## src/rtl/layer2_weight_loader.sv

```systemverilog
// Run-time loader for Layer 2 weights and biases: packs a serial word stream into
// rows and drives the Layer 2 controller storage write port while holding off inference.
module layer2_weight_loader #(
    parameter int unsigned NODE_COUNT  = 100,
    parameter int unsigned INDEX_WIDTH = 7,
    parameter int unsigned WORD_WIDTH  = 8
) (
    input  logic                     clk,
    input  logic                     reset,
    input  logic                     loadStart,
    input  logic                     loadAbort,
    input  logic [WORD_WIDTH-1:0]    wordIn,
    input  logic                     wordValid,
    output logic                     wordReady,
    input  logic                     layerBusy,
    output logic                     inferenceHold,
    output logic                     weightWriteEnable,
    output logic                     biasWriteEnable,
    output logic [INDEX_WIDTH-1:0]   WriteAddressSelect,
    output logic [10*WORD_WIDTH-1:0] writeIn,
    output logic                     loadDone
);

    localparam int unsigned LANES      = 10;
    localparam int unsigned LANE_WIDTH = 4;

    typedef enum logic [2:0] {
        IDLE, WAIT, COLLECT, WRITE, BCOLLECT, BWRITE, DONE
    } state_t;

    state_t                 state;
    logic [INDEX_WIDTH-1:0] row;
    logic [LANE_WIDTH-1:0]  lane;
    logic                   lastLane;

    // Ready depends on state alone so the host never sees a combinational loop through wordValid.
    assign wordReady = (state == COLLECT) || (state == BCOLLECT);
    assign lastLane  = (lane == LANE_WIDTH'(LANES - 1));

    always_ff @(posedge clk or posedge reset) begin
        if (reset) begin
            state              <= IDLE;
            row                <= '0;
            lane               <= '0;
            inferenceHold      <= 1'b0;
            weightWriteEnable  <= 1'b0;
            biasWriteEnable    <= 1'b0;
            WriteAddressSelect <= '0;
            writeIn            <= '0;
            loadDone           <= 1'b0;
        end else begin
            weightWriteEnable <= 1'b0;
            biasWriteEnable   <= 1'b0;
            loadDone          <= 1'b0;
            if (loadAbort && (state != IDLE)) begin
                // Abandon the load; the partial row is discarded and no strobe is issued.
                state              <= IDLE;
                row                <= '0;
                lane               <= '0;
                inferenceHold      <= 1'b0;
                WriteAddressSelect <= '0;
                writeIn            <= '0;
            end else begin
                case (state)
                    IDLE: begin
                        if (loadStart) begin
                            state         <= WAIT;
                            inferenceHold <= 1'b1;
                        end
                    end
                    WAIT: begin
                        if (!layerBusy) begin
                            state <= COLLECT;
                            row   <= '0;
                            lane  <= '0;
                        end
                    end
                    COLLECT, BCOLLECT: begin
                        if (wordValid) begin
                            for (int k = 0; k < LANES; k++) begin
                                if (lane == LANE_WIDTH'(k)) begin
                                    writeIn[k*WORD_WIDTH +: WORD_WIDTH] <= wordIn;
                                end
                            end
                            if (lastLane) begin
                                lane <= '0;
                                if (state == COLLECT) begin
                                    state              <= WRITE;
                                    weightWriteEnable  <= 1'b1;
                                    WriteAddressSelect <= row;
                                end else begin
                                    state              <= BWRITE;
                                    biasWriteEnable    <= 1'b1;
                                    WriteAddressSelect <= '0;
                                end
                            end else begin
                                lane <= lane + LANE_WIDTH'(1);
                            end
                        end
                    end
                    WRITE: begin
                        if (row == INDEX_WIDTH'(NODE_COUNT - 1)) begin
                            state <= BCOLLECT;
                        end else begin
                            row   <= row + INDEX_WIDTH'(1);
                            state <= COLLECT;
                        end
                    end
                    BWRITE: begin
                        state    <= DONE;
                        loadDone <= 1'b1;
                    end
                    DONE: begin
                        state         <= IDLE;
                        inferenceHold <= 1'b0;
                    end
                    default: state <= IDLE;
                endcase
            end
        end
    end

endmodule

```

## config.mk

```make
export PLATFORM = sky130hd
export DESIGN_NAME = layer2_weight_loader
export DESIGN_NICKNAME = d
export VERILOG_FILES = /design/src/rtl/layer2_weight_loader.sv
export SDC_FILE = /design/constraint.sdc
export NUM_CORES = 1
export LEC_CHECK = 0
export ABC_AREA = 1
export BUFFER_PORTS_ARGS = -buffer_cell sky130_fd_sc_hd__buf_4
export CORE_MARGIN = 1.5
export CORE_UTILIZATION = 41
export CTS_BUF_LIST = sky130_fd_sc_hd__clkbuf_4
export CTS_CLUSTER_SIZE = 8
export DETAILED_ROUTE_END_ITERATION = 8
export MAX_ROUTING_LAYER = met4
export PLACE_DENSITY = 0.6
export SLEW_MARGIN = 25
export SYNTH_ARGS = -nofsm -noshare
export SYNTH_HDL_FRONTEND = slang
export SYNTH_SLANG_ARGS = --single-unit
```

## constraint.sdc

```tcl
create_clock -name clk -period 6.37 [get_ports clk]
set_input_delay 0 -clock clk [delete_from_list [all_inputs] [get_ports clk]]
set_output_delay 0 -clock clk [all_outputs]
set_load 0.02 [all_outputs]
```

### Yosys cells after proc, flatten, opt, wreduce, memory -nomap -nowiden

Index checks and enable logic that the tools add are counted.

| word-level totals | value |
|---|---|
| flip-flop bits (word level) | 105 |
| input bits | 14 |
| output and inout port bits | 92 |
| logic and storage cells | 126 |

| cells by class | value |
|---|---|
| add/subtract/negate cells | 2 |
| equal/unequal tests | 21 |
| muxes and demuxes | 50 |
| reduce and logical (&&, ||, !) cells | 35 |

Operators with widths:

| kind | number |
|---|---|
| $mux 80 | 3 |
| $mux 8 | 10 |
| $mux 7 | 8 |
| $reduce_and 3->1 | 12 |
| $reduce_bool 2->1 | 12 |
| $mux 3 | 7 |
| $eq 4x3->1 const B | 4 |
| $mux 4 | 4 |
| $ne 3x3->1 const B | 5 |
| $pmux 3 s5 | 1 |
| $mux 1 | 14 |
| $pmux 7 s2 | 1 |
| $reduce_bool 3->1 | 4 |
| $eq 3x3->1 const B | 3 |
| $eq 4x2->1 const B | 2 |
| $eq 4x4->1 const B | 2 |
| $pmux 4 s2 | 1 |
| $add 7x1->7 const B | 1 |
| $eq 7x7->1 const B | 1 |
| $eq 3x2->1 const B | 2 |
| $add 4x1->4 const B | 1 |
| $eq 4x1->1 const B | 1 |
| $logic_not 4->1 | 1 |
| $reduce_and 4->1 | 1 |
| other kinds (7) | 7 |

### Depth between registers and ports, before layout

| depth | value |
|---|---|
| word-level depth | 6 |
| mapped depth | 10 |
| depth with buffers taken out | 10 |

### Worst setup path before layout

Ideal clock, no wire load.

| timing | value |
|---|---|
| kind | reg-to-reg |
| start point | reg state[0] |
| end point | reg writeIn[75] |
| setup time | 119 ps |
| arrival time | 1408 ps |
| data required time | 6251 ps |
| slack | 4844 ps |
| cell stages (with the launch flop) | 10 |
| buffers on the path | 1 |
| period minus slack after synthesis | 1526 ps |
| path through | dfrtp_1 -> inv_1 -> nand3_4 -> nand2_4 -> nand2_8 -> nor2_8 -> nor2_8 -> buf_8 -> nand2_1 -> o21ai_2 |

| on the way | value |
|---|---|
| cells in the longest elaborated chain, start to end | 4 |
| elaborated cells between the ends (all ways) | 10 |
| classes of those cells | eq/ne (2); mux (1); reduce/logical (7) |

Ends and longest elaborated chain:

| element | line | source |
|---|---|---|
| from (decl) | 31 | `state_t state;` |
| from (signal assigned) | 42 | `state <= IDLE;` |
| from (signal assigned) | 57 | `state <= IDLE;` |
| from (signal assigned) | 67 | `state <= WAIT;` |
| $eq 3x2->1 (tied with other cells) | 64 | `case (state)` |
| $reduce_or 2->1 or $logic_and 1x1->1 (tied branches) | 64, 55 |  |
| $reduce_bool 2->1 (no source line) | - |  |
| $reduce_and 3->1 (no source line) | - |  |
| to (signal, indexed assignment) | 82 | `writeIn[k*WORD_WIDTH +: WORD_WIDTH] <= wordIn;` |
| to (decl) | 20 | `output logic [10*WORD_WIDTH-1:0] writeIn,` |

Parallel ways exist; a longest one is shown, timed or not.
A chain may end at the register's enable or synchronous reset.

### Worst setup path in the final report

| timing | value |
|---|---|
| start point | reg state[0] |
| end point | reg writeIn[62] |

The elaborated chain is that of the path after synthesis.

==> metrics.md <==
| Metric | Value |
|---|---|
| Core box area | `0.0115 mm2` |
| Number of setup violations in the final report | `0` |
| Syn Inst Count | `544` |
| Placed instance area | `0.00572 mm2` |
| Max Transition Viols Final | `0` |
| 1st-iter DRT viols | `227` |
| R2R depth | `7` |
| Cell Pwr Density | `404 mW/mm2` |
| Drt pass-1 iters | `4` |
| CTS root buf | `clkbuf_4` |
| Syn avg cell area | `8.87 um2` |
| Fillers | `1060` |
| H-Tree Level Count | `3` |
| Outcome | `finished clean` |
| Top cell type's share of synthesized area | `54.4%` |
| CP arrival | `2.94 ns` |
| Final WL | `12.4 mm` |
| Slowest stage delay, CP | `0.73 ns` |
| Final instance area | `0.00599 mm2` |
| Worst-path clk slew | `0.16 ns` |
| Final-report hold violation count | `0` |
| Clk Latency, worst-skew pair | `0.45 ns` |
| Ys Warns | `0` |
| Syn Nets | `559` |
| Max-slew headroom | `32.1%` |
| Die footprint | `0.0124 mm2` |
| Vias post-DR | `4095` |
| Worst path slowest cell | `nand2_4` |
| Hold Crit Class | `in -> async` |
| Max VDD drop | `0.000246 V` |
| ANT cells | `0` |
| Fmax | `0.393 GHz` |
| Die extent in y | `112 um` |
| CTS Sinks | `105` |
| CTS tree | `yes` |
| Leading area contributor after synthesis | `dfrtp_1` |
| Fin util | `52.2%` |
| Core Rows | `39` |
| Setup tns final | `0 ns` |
| Max_cap viols | `0` |
| DRC | `0` |
| Family with the most delay on the worst path | `simple AND/OR/NAND/NOR gates` |
| Setup CP Type | `reg -> reg` |
| Global placer's final weighted congestion | `0.807` |
| Critical path data required time | `6.76 ns` |
| Worst Setup SP | `state[0]` |
| Cell Area, Synth | `0.00483 mm2` |
| Remaining antenna violation count | `0` |
| Num CTS Buffers | `9` |
| CP Capture Type | `register` |
| Initial antenna violation count | `0` |
| Vias in the first global route | `3994` |
| Clock Path Buffers | `2` |
| Total grt overflow | `0` |
| Reg2reg start | `state[0]` |
| Final WS setup | `3.82 ns` |
| Critical path fanouts, max | `89` |
| Final #Nets | `678` |
| Leading post-synthesis cells by cell area | `dfrtp_1, nand2_1, nand3_1, inv_1, o21ai_2` |
| Final worst hold slack | `0.168 ns` |
| Post-layout min period | `2.55 ns` |
| Leak | `3.37 nW` |
| Io pins | `106` |
| HPWL after DPL | `8.60 mm` |
| Synth cell types | `33` |
| Dpl ws | `3.84 ns` |
| CP bufs+invs | `1` |
| Worst clock skew | `0.0168 ns` |
| Slew @ Worst Pin | `1.02 ns` |
| Post-CTS Setup Bufs | `0` |
| Fraction of final layout cells sized beyond drive strength 1 | `26.0%` |
| Synthesized flop and latch total | `105` |
| RR Endpoint | `writeIn[62]` |
| R2r setup slk | `3.82 ns` |
| Starting Density | `42.1%` |
| Wire per inst | `15.3 um` |
| Largest net degree at the start of global routing | `90` |
| DIE WIDTH | `112 um` |
| RSZ-0062 raised after global routing | `false` |
| Startpoint Class | `register` |
| Area Growth Syn to Fin | `24.0%` |
| Vias per Instance | `5.05` |
| Sequential fraction of the synthesis area | `54.4%` |
| I/O Buffers | `105` |
| Overall Global Routing Usage | `21.0%` |
| Worst path cell trace | `nor2_1, nand2_2, nand2_4, inv_2, nor2_4, nand2_1, o21ai_2` |
| First-pass GRT wire length | `20.2 mm` |
| Tcrit/Tclk final | `40.0%` |
==> sequential cells by signal, summed over array words and instances, names as in the netlist <==
name / cells
biasWriteEnable: 1
loadDone: 1
inferenceHold: 1
weightWriteEnable: 1
lane: 4
writeIn: 80
state: 3
row: 7
WriteAddressSelect: 7
==> logic make-up after synthesis <==
group / count (synthesis) / share of synthesized area [%]
flip-flops: 105 / 54.4
adder cells (fa/ha/maj): 1 / 0.259
AO/OA/AOI/OAI: 40 / 5.24
AND/OR/NAND/NOR: 340 / 34.4
buffers and inverters: 58 / 5.68
==> routing by layer <==
metal / GRT usage [%] / share of wire, % / up-vias
met5: - / 0 / -
met4: 7.00 / 1.0 / 0
met3: 4.08 / 6.7 / 10
met2: 31.0 / 48 / 119
met1: 29.1 / 45 / 1984
li1: - / - / 1982
==> cell usage in the layout, fill, tap and decap left out, types with 4 or more instances in the layout <==
| cell | instances |
|---|---|
| dfrtp_1 | 105 |
| dlygate4sd3_1 | 14 |
| nor2_1 | 15 |
| a21oi_1 | 4 |
| nand2_1 | 207 |
| buf_4 | 106 |
| nand2_2 | 5 |
| o21ai_2 | 13 |
| nand3_4 | 4 |
| nor2_4 | 4 |
| inv_1 | 38 |
| clkbuf_4 | 9 |
| o21ai_0 | 18 |
| nand4_1 | 6 |
| nand3_1 | 77 |
| nand2_4 | 11 |
==> cells in the mapped netlist (all sizes together) <==
cell type and n:
nor3 1, o31ai 1, nor2 22, o21ai 34, or2 1, a31oi 1, nor4 3, clkinv 3
inv 43, dfrtp 105, nand2 224, nand4 6, nand3 82, nand3b 1, ha 1, buf 12
a21oi 4
==> where the power goes <==
part	switching, mW	internal, mW	total, mW
clock network	0.243	0.0882	0.331
registers	0.133	0.844	0.977
logic	0.723	0.390	1.11
total	1.10	1.32	2.42
==> tightest hold or removal path: cells and delay by family <==
| kind | cells | cell delay [ns] |
|---|---|---|
| buffers and inverters | 3 | 1.13 |
==> stage by stage <==
| step | cells | total power, mW |
|---|---|---|
| after floorplan | 544 | 1.69 |
| after global placement | 781 | 2.08 |
| after detailed placement | 781 | 2.10 |
| after CTS | 811 | 2.44 |
| after global routing | 811 | 2.58 |
| final | 811 | 2.42 |
==> worst max-delay path by stage <==
stage	end	slack, ns	cells past startpoint
final	writeIn[62]	3.82	7
after global routing	WriteAddressSelect[5]	3.62	7
after CTS	writeIn[62]	3.81	7
after global placement	writeIn[58]	3.94	7
after detailed placement	writeIn[62]	3.84	7
after floorplan	WriteAddressSelect[0]	3.61	1
==> area by class of cell <==
type	count	area [um2]	share of cell area [%]
Sequential cell	105	2630	43.9
Tap cell	143	179	2.99
Clock inverter	7	62.6	1.04
Multi-Input combinational cell	381	1930	32.2
Timing Repair Buffer	120	936	15.6
Inverter	46	184	3.07
Clock buffer	9	67.6	1.13
==> timing repair <==
| action | CTS | global route |
|---|---|---|
| resized for setup | 0 | 0 |
| hold buffers | 14 | 0 |
| endpoints found under the hold margin | 75 | 0 |
(Power assumes the default switching activity.)
